===== config.mk =====
export PLATFORM = sky130hd
export DESIGN_NAME = puf_crp_controller
export DESIGN_NICKNAME = d
export VERILOG_FILES = /design/src/rtl/puf_crp_controller.sv
export SDC_FILE = /design/constraint.sdc
export NUM_CORES = 1
export LEC_CHECK = 0
export BUFFER_PORTS_ARGS = -buffer_cell sky130_fd_sc_hd__buf_2
export CORE_AREA = 2 2 67 50
export DETAILED_ROUTE_END_ITERATION = 6
export DIE_AREA = 0 0 69 52
export PLACE_DENSITY = 0.68
export SLEW_MARGIN = 15
export SYNTH_ARGS = -nofsm -noshare
export SYNTH_HDL_FRONTEND = slang
export SYNTH_SLANG_ARGS = --single-unit

===== constraint.sdc =====
create_clock -name clk -period 1.7 [get_ports clk]
set_clock_uncertainty 0.2 [all_clocks]
set_input_delay 0.255 -clock clk [delete_from_list [all_inputs] [get_ports clk]]
set_output_delay 0.255 -clock clk [all_outputs]
set_load 0.02 [all_outputs]

===== src/rtl/puf_crp_controller.sv =====
// Clocked challenge/response initiator for an asynchronous arbiter PUF.
// Define PUF_MAJORITY_VOTE_EN to run VOTES queries per request and return the per-bit majority.
module puf_crp_controller #(
   parameter int C_BITS        = 4,
   parameter int R_BITS        = 4,
   parameter int RST_CYCLES    = 2,
   parameter int SETTLE_CYCLES = 8,
   parameter int VOTES         = 5
) (
   input  logic              clk,
   input  logic              reset_n,
   input  logic              req_valid,
   output logic              req_ready,
   input  logic [C_BITS-1:0] req_challenge,
   output logic              rsp_valid,
   input  logic              rsp_ready,
   output logic [R_BITS-1:0] rsp_data,
   output logic              rsp_stable,
   output logic              busy,
   output logic              puf_reset,
   output logic              puf_enable,
   output logic [C_BITS-1:0] puf_challenge,
   input  logic [R_BITS-1:0] puf_resp,
   output logic [2:0]        dbg_state
);

   // Handshakes: a transfer happens on a rising edge where valid and ready are both high;
   // valid and its payload stay stable until that edge, ready never waits on valid.
   localparam logic [2:0] S_IDLE = 3'd0;
   localparam logic [2:0] S_PRST = 3'd1;
   localparam logic [2:0] S_GAP  = 3'd2;
   localparam logic [2:0] S_FIRE = 3'd3;
   localparam logic [2:0] S_DONE = 3'd4;

   localparam int CNT_MAX = (RST_CYCLES > SETTLE_CYCLES) ? RST_CYCLES : SETTLE_CYCLES;
   localparam int CNT_W   = $clog2(CNT_MAX + 1);

   if (RST_CYCLES < 1 || SETTLE_CYCLES < 3 || VOTES < 3 || (VOTES % 2) == 0) begin : g_bad_params
      $error("puf_crp_controller: illegal parameter combination");
   end

   logic [2:0]        state_q, state_d;
   logic [CNT_W-1:0]  cnt_q, cnt_d;
   logic [C_BITS-1:0] chal_q, chal_d;
   logic [R_BITS-1:0] data_q, data_d;
   logic              stable_q, stable_d;
   logic [R_BITS-1:0] sync1_q, sync2_q;
   logic              req_ready_q, rsp_valid_q, busy_q, puf_reset_q, puf_enable_q;

`ifdef PUF_MAJORITY_VOTE_EN
   localparam int OW = $clog2(VOTES + 1);
   localparam int VW = $clog2(VOTES);
   logic [OW-1:0] ones_q [R_BITS];
   logic [OW-1:0] ones_d [R_BITS];
   logic [VW-1:0] vote_q, vote_d;
`endif

   always_comb begin
      state_d  = state_q;
      cnt_d    = cnt_q;
      chal_d   = chal_q;
      data_d   = data_q;
      stable_d = stable_q;
`ifdef PUF_MAJORITY_VOTE_EN
      vote_d = vote_q;
      for (int b = 0; b < R_BITS; b++) ones_d[b] = ones_q[b];
`endif
      case (state_q)
         S_IDLE: begin
            if (req_valid && req_ready_q) begin
               chal_d  = req_challenge;
               cnt_d   = '0;
               state_d = S_PRST;
`ifdef PUF_MAJORITY_VOTE_EN
               vote_d = '0;
               for (int b = 0; b < R_BITS; b++) ones_d[b] = '0;
`endif
            end
         end
         S_PRST: begin
            if (cnt_q == CNT_W'(RST_CYCLES - 1)) begin
               cnt_d   = '0;
               state_d = S_GAP;
            end else begin
               cnt_d = cnt_q + CNT_W'(1);
            end
         end
         S_GAP: begin
            cnt_d   = '0;
            state_d = S_FIRE;
         end
         S_FIRE: begin
            if (cnt_q == CNT_W'(SETTLE_CYCLES - 1)) begin
               cnt_d = '0;
`ifdef PUF_MAJORITY_VOTE_EN
               for (int b = 0; b < R_BITS; b++) ones_d[b] = ones_q[b] + OW'(sync2_q[b]);
               if (vote_q == VW'(VOTES - 1)) begin
                  stable_d = 1'b1;
                  for (int b = 0; b < R_BITS; b++) begin
                     data_d[b] = (ones_d[b] > OW'(VOTES / 2));
                     stable_d  = stable_d & ((ones_d[b] == '0) || (ones_d[b] == OW'(VOTES)));
                  end
                  state_d = S_DONE;
               end else begin
                  vote_d  = vote_q + VW'(1);
                  state_d = S_PRST;
               end
`else
               data_d   = sync2_q;
               stable_d = 1'b1;
               state_d  = S_DONE;
`endif
            end else begin
               cnt_d = cnt_q + CNT_W'(1);
            end
         end
         S_DONE: begin
            if (rsp_ready) state_d = S_IDLE;
         end
         default: state_d = S_IDLE;
      endcase
   end

   // Output flops are loaded from the next state so every pin changes on the same edge as the FSM.
   always_ff @(posedge clk or negedge reset_n) begin
      if (!reset_n) begin
         state_q      <= S_IDLE;
         cnt_q        <= '0;
         chal_q       <= '0;
         data_q       <= '0;
         stable_q     <= 1'b0;
         sync1_q      <= '0;
         sync2_q      <= '0;
         req_ready_q  <= 1'b1;
         rsp_valid_q  <= 1'b0;
         busy_q       <= 1'b0;
         puf_reset_q  <= 1'b0;
         puf_enable_q <= 1'b0;
      end else begin
         state_q      <= state_d;
         cnt_q        <= cnt_d;
         chal_q       <= chal_d;
         data_q       <= data_d;
         stable_q     <= stable_d;
         sync1_q      <= puf_resp;
         sync2_q      <= sync1_q;
         req_ready_q  <= (state_d == S_IDLE);
         rsp_valid_q  <= (state_d == S_DONE);
         busy_q       <= (state_d != S_IDLE);
         puf_reset_q  <= (state_d == S_PRST);
         puf_enable_q <= (state_d == S_FIRE);
      end
   end

`ifdef PUF_MAJORITY_VOTE_EN
   always_ff @(posedge clk or negedge reset_n) begin
      if (!reset_n) begin
         vote_q <= '0;
         for (int b = 0; b < R_BITS; b++) ones_q[b] <= '0;
      end else begin
         vote_q <= vote_d;
         for (int b = 0; b < R_BITS; b++) ones_q[b] <= ones_d[b];
      end
   end
`endif

   assign req_ready     = req_ready_q;
   assign rsp_valid     = rsp_valid_q;
   assign rsp_data      = data_q;
   assign rsp_stable    = stable_q;
   assign busy          = busy_q;
   assign puf_reset     = puf_reset_q;
   assign puf_enable    = puf_enable_q;
   assign puf_challenge = chal_q;
   assign dbg_state     = state_q;

endmodule

==> out/qor.yml, run 1 <==
cp-startpoint: "cnt_q[1]$_DFFE_PN0P_"
grt_max_degree: 30
coreArea_um2: 2980
stdcell_count: 164
final_max_slew_viol_count: 0
dieArea_um2: 3590
cap_viol_max_count: 0
wl_mm: 2.25
dr.pass1.iters: 4
diodes: 0
rsz0062_at_grt: "true"
cp.required_ns: 1.65
timing.slew.headroom_pct: 57.7
fin_crit_sh_pct: 98.8
dpl.hpwl_mm: 1.45
synth_nets: 91
cts.sinks: 29
multi_input_area_um2: 444
clock_tree.root_cell: "clkbuf_8"
drive_gt1_share_pct: 52.4
fin_crit_ns: 1.68
overflow: 0
p_per_area_nw_per_um2: 1760
netlist-cell-type-count: 28
slowest_delay_ns: 0.50
nFillCells: 270
synthAdderAreaFrac_pct: 2.23
cts_tree: "yes"
critPathSlowestCell: "or4b_4"
antenna_found_initial: 0
synthCells: 77
vdd_ir_drop_max_v: 0.000631
synth-simple-area-share_pct: 15.4
worst_slew_pin_slew_ns: 0.634
placed_cells: 146
setup_viol: 0
avgSynthCellArea_um2: 14.5
grt_usage_pct: 13.4
min_path_type: "in -> reg"
outcome: "completed"
num_io_pins: 29
port_buffers: 28
syn_to_final_growth_pct: 40.8
final-hold-violation-count: 0
synth.area.mux_share_pct: 8.94
regToRegStartpoint: "cnt_q[1]$_DFFE_PN0P_"
dr_total_vias: 787
final-seq-area_um2: 731
yosys_warnings: 0
crit_chain: "inv_2, ha_4, or4b_4, a31oi_4, a31oi_1"
wl_per_cell_um: 13.7
leakage_nw: 0.732
htree_levels: 2
cts_made_buffers: 5
synth_top_family_by_area: "simple AND/OR/NAND/NOR gates"
ys_ff_latch: 29
clk_path_buf_depth: 2
start_util_pct: 37.6
max_freq_mhz: 595
clk_latency_ns: 0.28
end_kind: "register"
syn_area_um2: 1120
grt_pass1_wl_mm: 3.53
start_kind: "register"
finish.instance_area_um2: 1580
die_y_um: 52
grt_pass1_vias: 805
path_class: "reg -> reg"
drt-initial-drc-count: 34
synth_xor_area_share_pct: 0
synth-seq-area-share_pct: 64.9
worstPathArrival_ns: 1.63
holdCritStartpoint: "req_challenge[3]"
final_antenna_net_count: 0
viasPerCell: 4.80
setup_tns_ns: 0
final_nets: 139
clk_pin_slew_ns: 0.06
die_w_um: 69
rows: 17
synth-compound-area-share_pct: 7.04
gp_congestion: 0.807
placedInstanceArea_um2: 1330
crit_fanout: 3
drc: 0
==> report_power, final <==
group | internal [mW] | switching, mW
Sequential | 0.927 | 0.177
Clock | 0.282 | 0.255
Combinational | 0.516 | 0.624
==> sequential cells by signal, indices dropped and copies added, names as in the netlist <==
signal	count
cnt_q	4
puf_challenge	4
rsp_data	4
sync1_q	4
sync2_q	4
dbg_state	3
busy	1
puf_enable	1
puf_reset	1
req_ready	1
rsp_stable	1
rsp_valid	1
==> cells in the final DEF, fill, tap and decap left out, drive strengths merged <==
cell and instances:
a21oi 1, dlygate4sd3 6, and2b 1, dfstp 1, or2b 1, o211ai 2, nand2 2, o21ai 3
nor4 1, or4b 1, nand3 3, o211a 1, o22ai 1, nor3b 1, nand3b 4, inv 3
or4 1, mux2 8, a31oi 2, nor2 2, mux2i 1, buf 36, nand4b 2, dfrtp 28
or2 1, nand2b 2, o221ai 1, ha 2, clkinv 2, clkbuf 6
==> stage by stage <==
step / total power [mW] / hold slack (ns) / util [%] / setup slack [ns]
CTS: 2.65 / 0.00227 / 50.3 / 0.0198
finish: 2.78 / 0.00883 / 52.9 / 0.0200
global route: 2.98 / 0.00477 / 52.9 / -0.0490
global placement: 2.03 / 0.102 / 44.8 / 0.0466
floorplan: 1.71 / -0.241 / - / 0.0161
detailed placement: 2.06 / 0.114 / 44.8 / -0.00714
==> synth_stat cells <==
master,n,share of area [%]
dfrtp_1,28,63
mux2_2,8,8.0
nand3b_1,4,2.7
inv_1,3,1.0
nand3_1,3,1.3
o21ai_0,3,1.3
a31oi_1,2,1.1
ha_1,2,2.2
nand2_1,2,0.67
nand2b_1,2,1.1
nand4b_1,2,1.6
o211ai_1,2,1.3
a21oi_1,1,0.45
and2b_1,1,0.67
buf_2,1,0.45
dfstp_2,1,2.3
mux2i_1,1,0.89
nor2_1,1,0.33
nor2_4,1,1.0
nor3b_1,1,0.67
nor4_4,1,1.9
o211a_1,1,0.89
o221ai_2,1,1.3
o22ai_1,1,0.56
or2_2,1,0.56
or2b_1,1,0.67
or4_4,1,1.0
or4b_4,1,1.2
==> final timing paths <==
check | to | slack, ns | cells past startpoint
min | puf_challenge[3]$_DFFE_PN0P_ | 0.009 | 2
max in group asynchronous | dbg_state[2]$_DFF_PN0_ | 0.51 | 2
min reg2reg | sync2_q[1]$_DFF_PN0_ | 0.15 | 0
min in group asynchronous | busy$_DFF_PN0_ | 0.33 | 2
max reg2reg | cnt_q[2]$_DFFE_PN0P_ | 0.02 | 5
max | cnt_q[2]$_DFFE_PN0P_ | 0.02 | 5
==> timing repair <==
| item | CTS | global route |
|---|---|---|
| pin swaps | 1 | 5 |
| hold buffers | 6 | 0 |
| endpoints found under the setup margin | 5 | 8 |
| resized for setup | 2 | 13 |
| endpoints found under the hold margin | 33 | 0 |
| setup buffers | 2 | 2 |
==> critical path, delay by kind of cell (launching register included) <==
kind / cells / cell delay [ns]
flops: 1 / 0.43
compound gates: 2 / 0.19
buf+inv: 1 / 0.10
fa+ha+maj: 1 / 0.12
simple gates: 1 / 0.50
==> metal layers <==
| metal | global-route usage [%] | vias to the layer above | share of wire (%) |
|---|---|---|---|
| met5 | 0 | - | 0 |
| met1 | 14.9 | 378 | 43 |
| met3 | 7.56 | 5 | 7.5 |
| met4 | 5.88 | 0 | 2.9 |
| met2 | 21.3 | 30 | 46 |
| li1 | - | 374 | - |
==> cell families (layout without fill, tap and decap cells) <==
| logic type | count (synthesis) | after routing |
|---|---|---|
| flops | 29 | 29 |
| buf+inv | 4 | 53 |
| simple gates | 22 | 22 |
| fa+ha+maj | 2 | 2 |
| mux | 9 | 9 |
| compound gates | 11 | 11 |
==> layout make-up <==
| cell class | instances | area share (%) |
|---|---|---|
| Sequential cell | 29 | 46.3 |
| Clock buffer | 6 | 4.60 |
| Timing Repair Buffer | 42 | 16.5 |
| Tap cell | 38 | 3.02 |
| Clock inverter | 2 | 0.635 |
| Multi-Input combinational cell | 44 | 28.2 |
| Inverter | 3 | 0.714 |
Note: power is estimated with default switching activity, not from simulation.
==> run 2: changes to the inputs <==
CELL_PAD_IN_SITES_DETAIL_PLACEMENT = 1   (was unset)
CELL_PAD_IN_SITES_GLOBAL_PLACEMENT = 2   (was unset)
CORE_AREA = 2 2 75 56   (was 2 2 67 50)
DIE_AREA = 0 0 77 58   (was 0 0 69 52)
PLACE_DENSITY = 0.76   (was 0.68)
==> out/qor.yml, run 2 (synthesis results as in run 1) <==
outcome: "completed"
dr.pass1.iters: 3
pwr-share-comb_pct: 39.7
cts.sinks: 29
overflow: 0
wl_mm: 2.45
stdcell_count: 178
layout_common_cells: "buf_2, dfrtp_1, mux2_2"
coreArea_um2: 3760
clock_tree.root_cell: "clkbuf_8"
drt-initial-drc-count: 28
fin_crit_ns: 1.67
leakage_nw: 0.735
nFillCells: 411
grt_pass1_wl_mm: 3.97
gp_congestion: 0.722
dr_total_vias: 796
finish.instance_area_um2: 1600
min_path_type: "in -> reg"
final_common_cell: "buf_2"
grtUsageMet3_pct: 4.52
cp.required_ns: 1.64
cts_made_buffers: 5
p_per_area_nw_per_um2: 1780
start_util_pct: 29.8
final_antenna_net_count: 0
antenna_found_initial: 0
grt_max_degree: 30
timing.slew.headroom_pct: 57.0
reg2reg_depth: 5
drc: 0
grt_busiest_layer: "met2"
max_freq_mhz: 599
worstPathArrival_ns: 1.61
placed_cells: 160
htree_levels: 2
internal_power_mw: 1.79
met1_usage_pct: 15.2
path_class: "reg -> reg"
power.switching_mw: 1.06
sequentialPowerShare_pct: 38.7
power.total_mw: 2.85
num_io_pins: 29
multi_input_area_um2: 432
die_w_um: 77
finalWorstSetupSlack_ns: 0.0308
end_kind: "register"
final-hold-violation-count: 0
rows: 19
cap_viol_max_count: 0
clk_latency_ns: 0.28
diodes: 0
clk_path_buf_depth: 2
setup_viol: 0
start_kind: "register"
crit_fanout: 3
final_nets: 139
fin_crit_sh_pct: 98.2
dpl.hpwl_mm: 1.76
placedInstanceArea_um2: 1350
grt_pass1_vias: 839
use_met2_pct: 18.0
clk_pin_slew_ns: 0.06
drive_gt1_share_pct: 54.0
netSwitchingFraction_pct: 37.2
rsz0062_at_grt: "true"
wl_per_cell_um: 13.8
final_max_slew_viol_count: 0
final-seq-area_um2: 729
die_y_um: 58
cts_tree: "yes"
vdd_ir_drop_max_v: 0.000681
syn_to_final_growth_pct: 43.0
worst_slew_pin_slew_ns: 0.645
grt_usage_pct: 11.9
hold_path_depth: 2
preCtsSetupSlack_ns: -0.0328
whs_ns: 0.0124
dieArea_um2: 4470
clkPwrFrac_pct: 21.6
port_buffers: 28
viasPerCell: 4.47
[run 2: cell types whose count changed in the layout (fill, tap and decap cells not counted), sizes merged]
cell	delta
buf	-1
clkbuf	+1
clkinv	-1
dlygate4sd3	+1
[run 2: final timing paths]
path / start / endpoint / slack [ns]
hold / removal: req_challenge[1] / puf_challenge[1]$_DFFE_PN0P_ / 0.01
setup / recovery: cnt_q[1]$_DFFE_PN0P_ / cnt_q[3]$_DFFE_PN0P_ / 0.03
min in group asynchronous: reset_n / cnt_q[2]$_DFFE_PN0P_ / 0.35
max in group asynchronous: reset_n / cnt_q[0]$_DFFE_PN0P_ / 0.49
hold reg to reg: sync1_q[1]$_DFF_PN0_ / sync2_q[1]$_DFF_PN0_ / 0.15
setup reg to reg: cnt_q[1]$_DFFE_PN0P_ / cnt_q[3]$_DFFE_PN0P_ / 0.03
[run 2: repair_timing]
action,4_1_cts,5_1_grt
pin swaps,1,2
hold endpoints to repair,34,0
buffers inserted,0,3
hold buffers,7,0
endpoints found under the setup margin,4,14
resized for setup,1,10
[run 2: final cells by class]
class	count	share of cell area (%)
Clock buffer	7	6.02
Inverter	3	0.703
Tap cell	52	4.06
Clock inverter	1	0.312
Sequential cell	29	45.5
Multi-Input combinational cell	44	27.0
Timing Repair Buffer	42	16.4
[run 2: stage by stage]
step,utilization [%],setup TNS [ns]
floorplan,-,0
global placement,36.0,0
detailed placement,36.0,-0.0979
CTS,40.7,0
global route,42.6,-0.164
finish,42.6,0
[run 2: power by group through the flow]
stage	Combinational (mW)	Clock (mW)	Sequential, mW
global route	1.24	0.670	1.14
finish	1.13	0.616	1.10
detailed placement	0.995	0	1.10
global placement	0.953	0	1.09
floorplan	0.414	0	1.30
CTS	1.01	0.641	1.09
[run 2: metal layers]
layer | wire length [µm] | share of wire, %
met1 | 1100 | 45
met2 | 1160 | 47
met3 | 161 | 6.6
met4 | 25 | 1.0
met5 | 0 | 0
[run 2: worst max-delay path, stage by stage, from the launching register on]
cell and delay [ns]:
dfrtp_1 0.40, inv_2 0.09, ha_4 0.13, or4b_4 0.50
nand3_4 0.12, o221ai_2 0.10
==> run 3: changes to the inputs <==
HOLD_SLACK_MARGIN = 0.12   (was unset)
==> out/qor.yml, run 3 (synthesis results as in run 1) <==
start_util_pct: 29.8
rows: 19
wl_per_cell_um: 13.7
placedInstanceArea_um2: 1350
rsz0062_at_grt: "true"
overflow: 0
port_buffers: 28
setup_viol: 0
outcome: "completed"
clock_tree.root_cell: "clkbuf_8"
syn_to_final_growth_pct: 44.8
final_max_slew_viol_count: 0
cts.sinks: 29
dpl.hpwl_mm: 1.76
grt_usage_pct: 12.0
die_w_um: 77
min_path_type: "in -> reg"
leakage_nw: 0.743
coreArea_um2: 3760
crit_fanout: 3
final_common_cell: "buf_2"
internal_power_mw: 1.79
dr.pass1.iters: 2
fin_crit_sh_pct: 98.3
final-hold-violation-count: 0
grt_max_degree: 30
worstPathArrival_ns: 1.62
whs_ns: 0.140
finish.instance_area_um2: 1620
viasPerCell: 4.50
drc: 0
drt-initial-drc-count: 23
grt_pass1_vias: 854
netSwitchingFraction_pct: 37.2
num_io_pins: 29
final_antenna_net_count: 0
clkPwrFrac_pct: 21.6
pwr-share-comb_pct: 39.8
cap_viol_max_count: 0
cp.required_ns: 1.65
p_per_area_nw_per_um2: 1760
clk_pin_slew_ns: 0.06
path_class: "reg -> reg"
timing.slew.headroom_pct: 57.0
final_nets: 141
cts_made_buffers: 5
clk_latency_ns: 0.28
start_kind: "register"
antenna_found_initial: 0
drive_gt1_share_pct: 53.1
wl_mm: 2.47
grt_pass1_wl_mm: 4.01
final_util_pct: 43.2
cts_tree: "yes"
reg2reg_slack_ns: 0.03
nFillCells: 408
htree_levels: 2
worst_slew_pin_slew_ns: 0.646
end_kind: "register"
dr_total_vias: 810
dieArea_um2: 4470
vdd_ir_drop_max_v: 0.000682
sequentialPowerShare_pct: 38.7
max_freq_mhz: 598
fin_crit_ns: 1.67
layout_common_cells: "buf_2, dfrtp_1, dlygate4sd3_1"
clk_path_buf_depth: 2
diodes: 0
power.switching_mw: 1.06
die_y_um: 58
gp_congestion: 0.722
[run 3: cell types whose count changed in the layout (fill, tap and decap cells not counted), sizes merged]
cell         before  now
dlygate4sd3       7    9
[run 3: repair_timing]
action,in CTS,in global routing
hold endpoints to repair,36,0
endpoints found under the setup margin,4,14
hold buffers,9,0
gates resized for setup,1,10
buffers inserted,0,3
gates cloned,0,0
pin swaps,1,2
[run 3: path summary, 6_finish.rpt]
kind	startpoint	to	cells past startpoint
max	cnt_q[1]$_DFFE_PN0P_	cnt_q[3]$_DFFE_PN0P_	5
min	rsp_ready	rsp_valid$_DFF_PN0_	3
max reg2reg	cnt_q[1]$_DFFE_PN0P_	cnt_q[3]$_DFFE_PN0P_	5
min reg2reg	sync1_q[1]$_DFF_PN0_	sync2_q[1]$_DFF_PN0_	0
max in group asynchronous	reset_n	cnt_q[0]$_DFFE_PN0P_	2
min in group asynchronous	reset_n	cnt_q[2]$_DFFE_PN0P_	2
[run 3: critical path: stages (launching register included)]
cell and delay [ns]:
dfrtp_1 0.40, inv_2 0.09, ha_4 0.13, or4b_4 0.50
nand3_4 0.12, o221ai_2 0.10
[run 3: power by group through the flow]
| stage | clock, mW | sequential [mW] | combinational (mW) |
|---|---|---|---|
| final | 0.615 | 1.10 | 1.13 |
| after global routing | 0.670 | 1.14 | 1.24 |
| after CTS | 0.641 | 1.09 | 1.02 |
| after detailed placement | 0 | 1.10 | 0.995 |
| after global placement | 0 | 1.09 | 0.953 |
| after floorplan | 0 | 1.30 | 0.414 |
[run 3: routing by layer]
layer / track usage (%) / routed length (µm) / share of wire, % / up-vias
li1: - / - / - / 376
met1: 15.2 / 1120 / 45 / 404
met2: 18.4 / 1170 / 47 / 27
met3: 4.52 / 157 / 6.4 / 3
met4: 6.12 / 25 / 1.0 / 0
met5: 0 / 0 / 0 / -
[run 3: final cells by class]
cell class	count	area, µm²	area share [%]
Clock buffer	7	96.3	5.94
Clock inverter	1	5.00	0.309
Inverter	3	11.3	0.694
Multi-Input combinational cell	44	432	26.6
Sequential cell	29	729	45.0
Tap cell	52	65.1	4.01
Timing Repair Buffer	44	283	17.4
[run 3: through the flow]
stage / total power [mW] / instances / setup TNS (ns) / setup WS, ns
after global placement: 2.05 / 160 / 0 / 0.0538
final: 2.85 / 180 / 0 / 0.0282
after CTS: 2.75 / 177 / 0 / 0.00361
after floorplan: 1.71 / 77 / 0 / 0.0161
after detailed placement: 2.10 / 160 / -0.0979 / -0.0328
after global routing: 3.06 / 180 / -0.164 / -0.0351
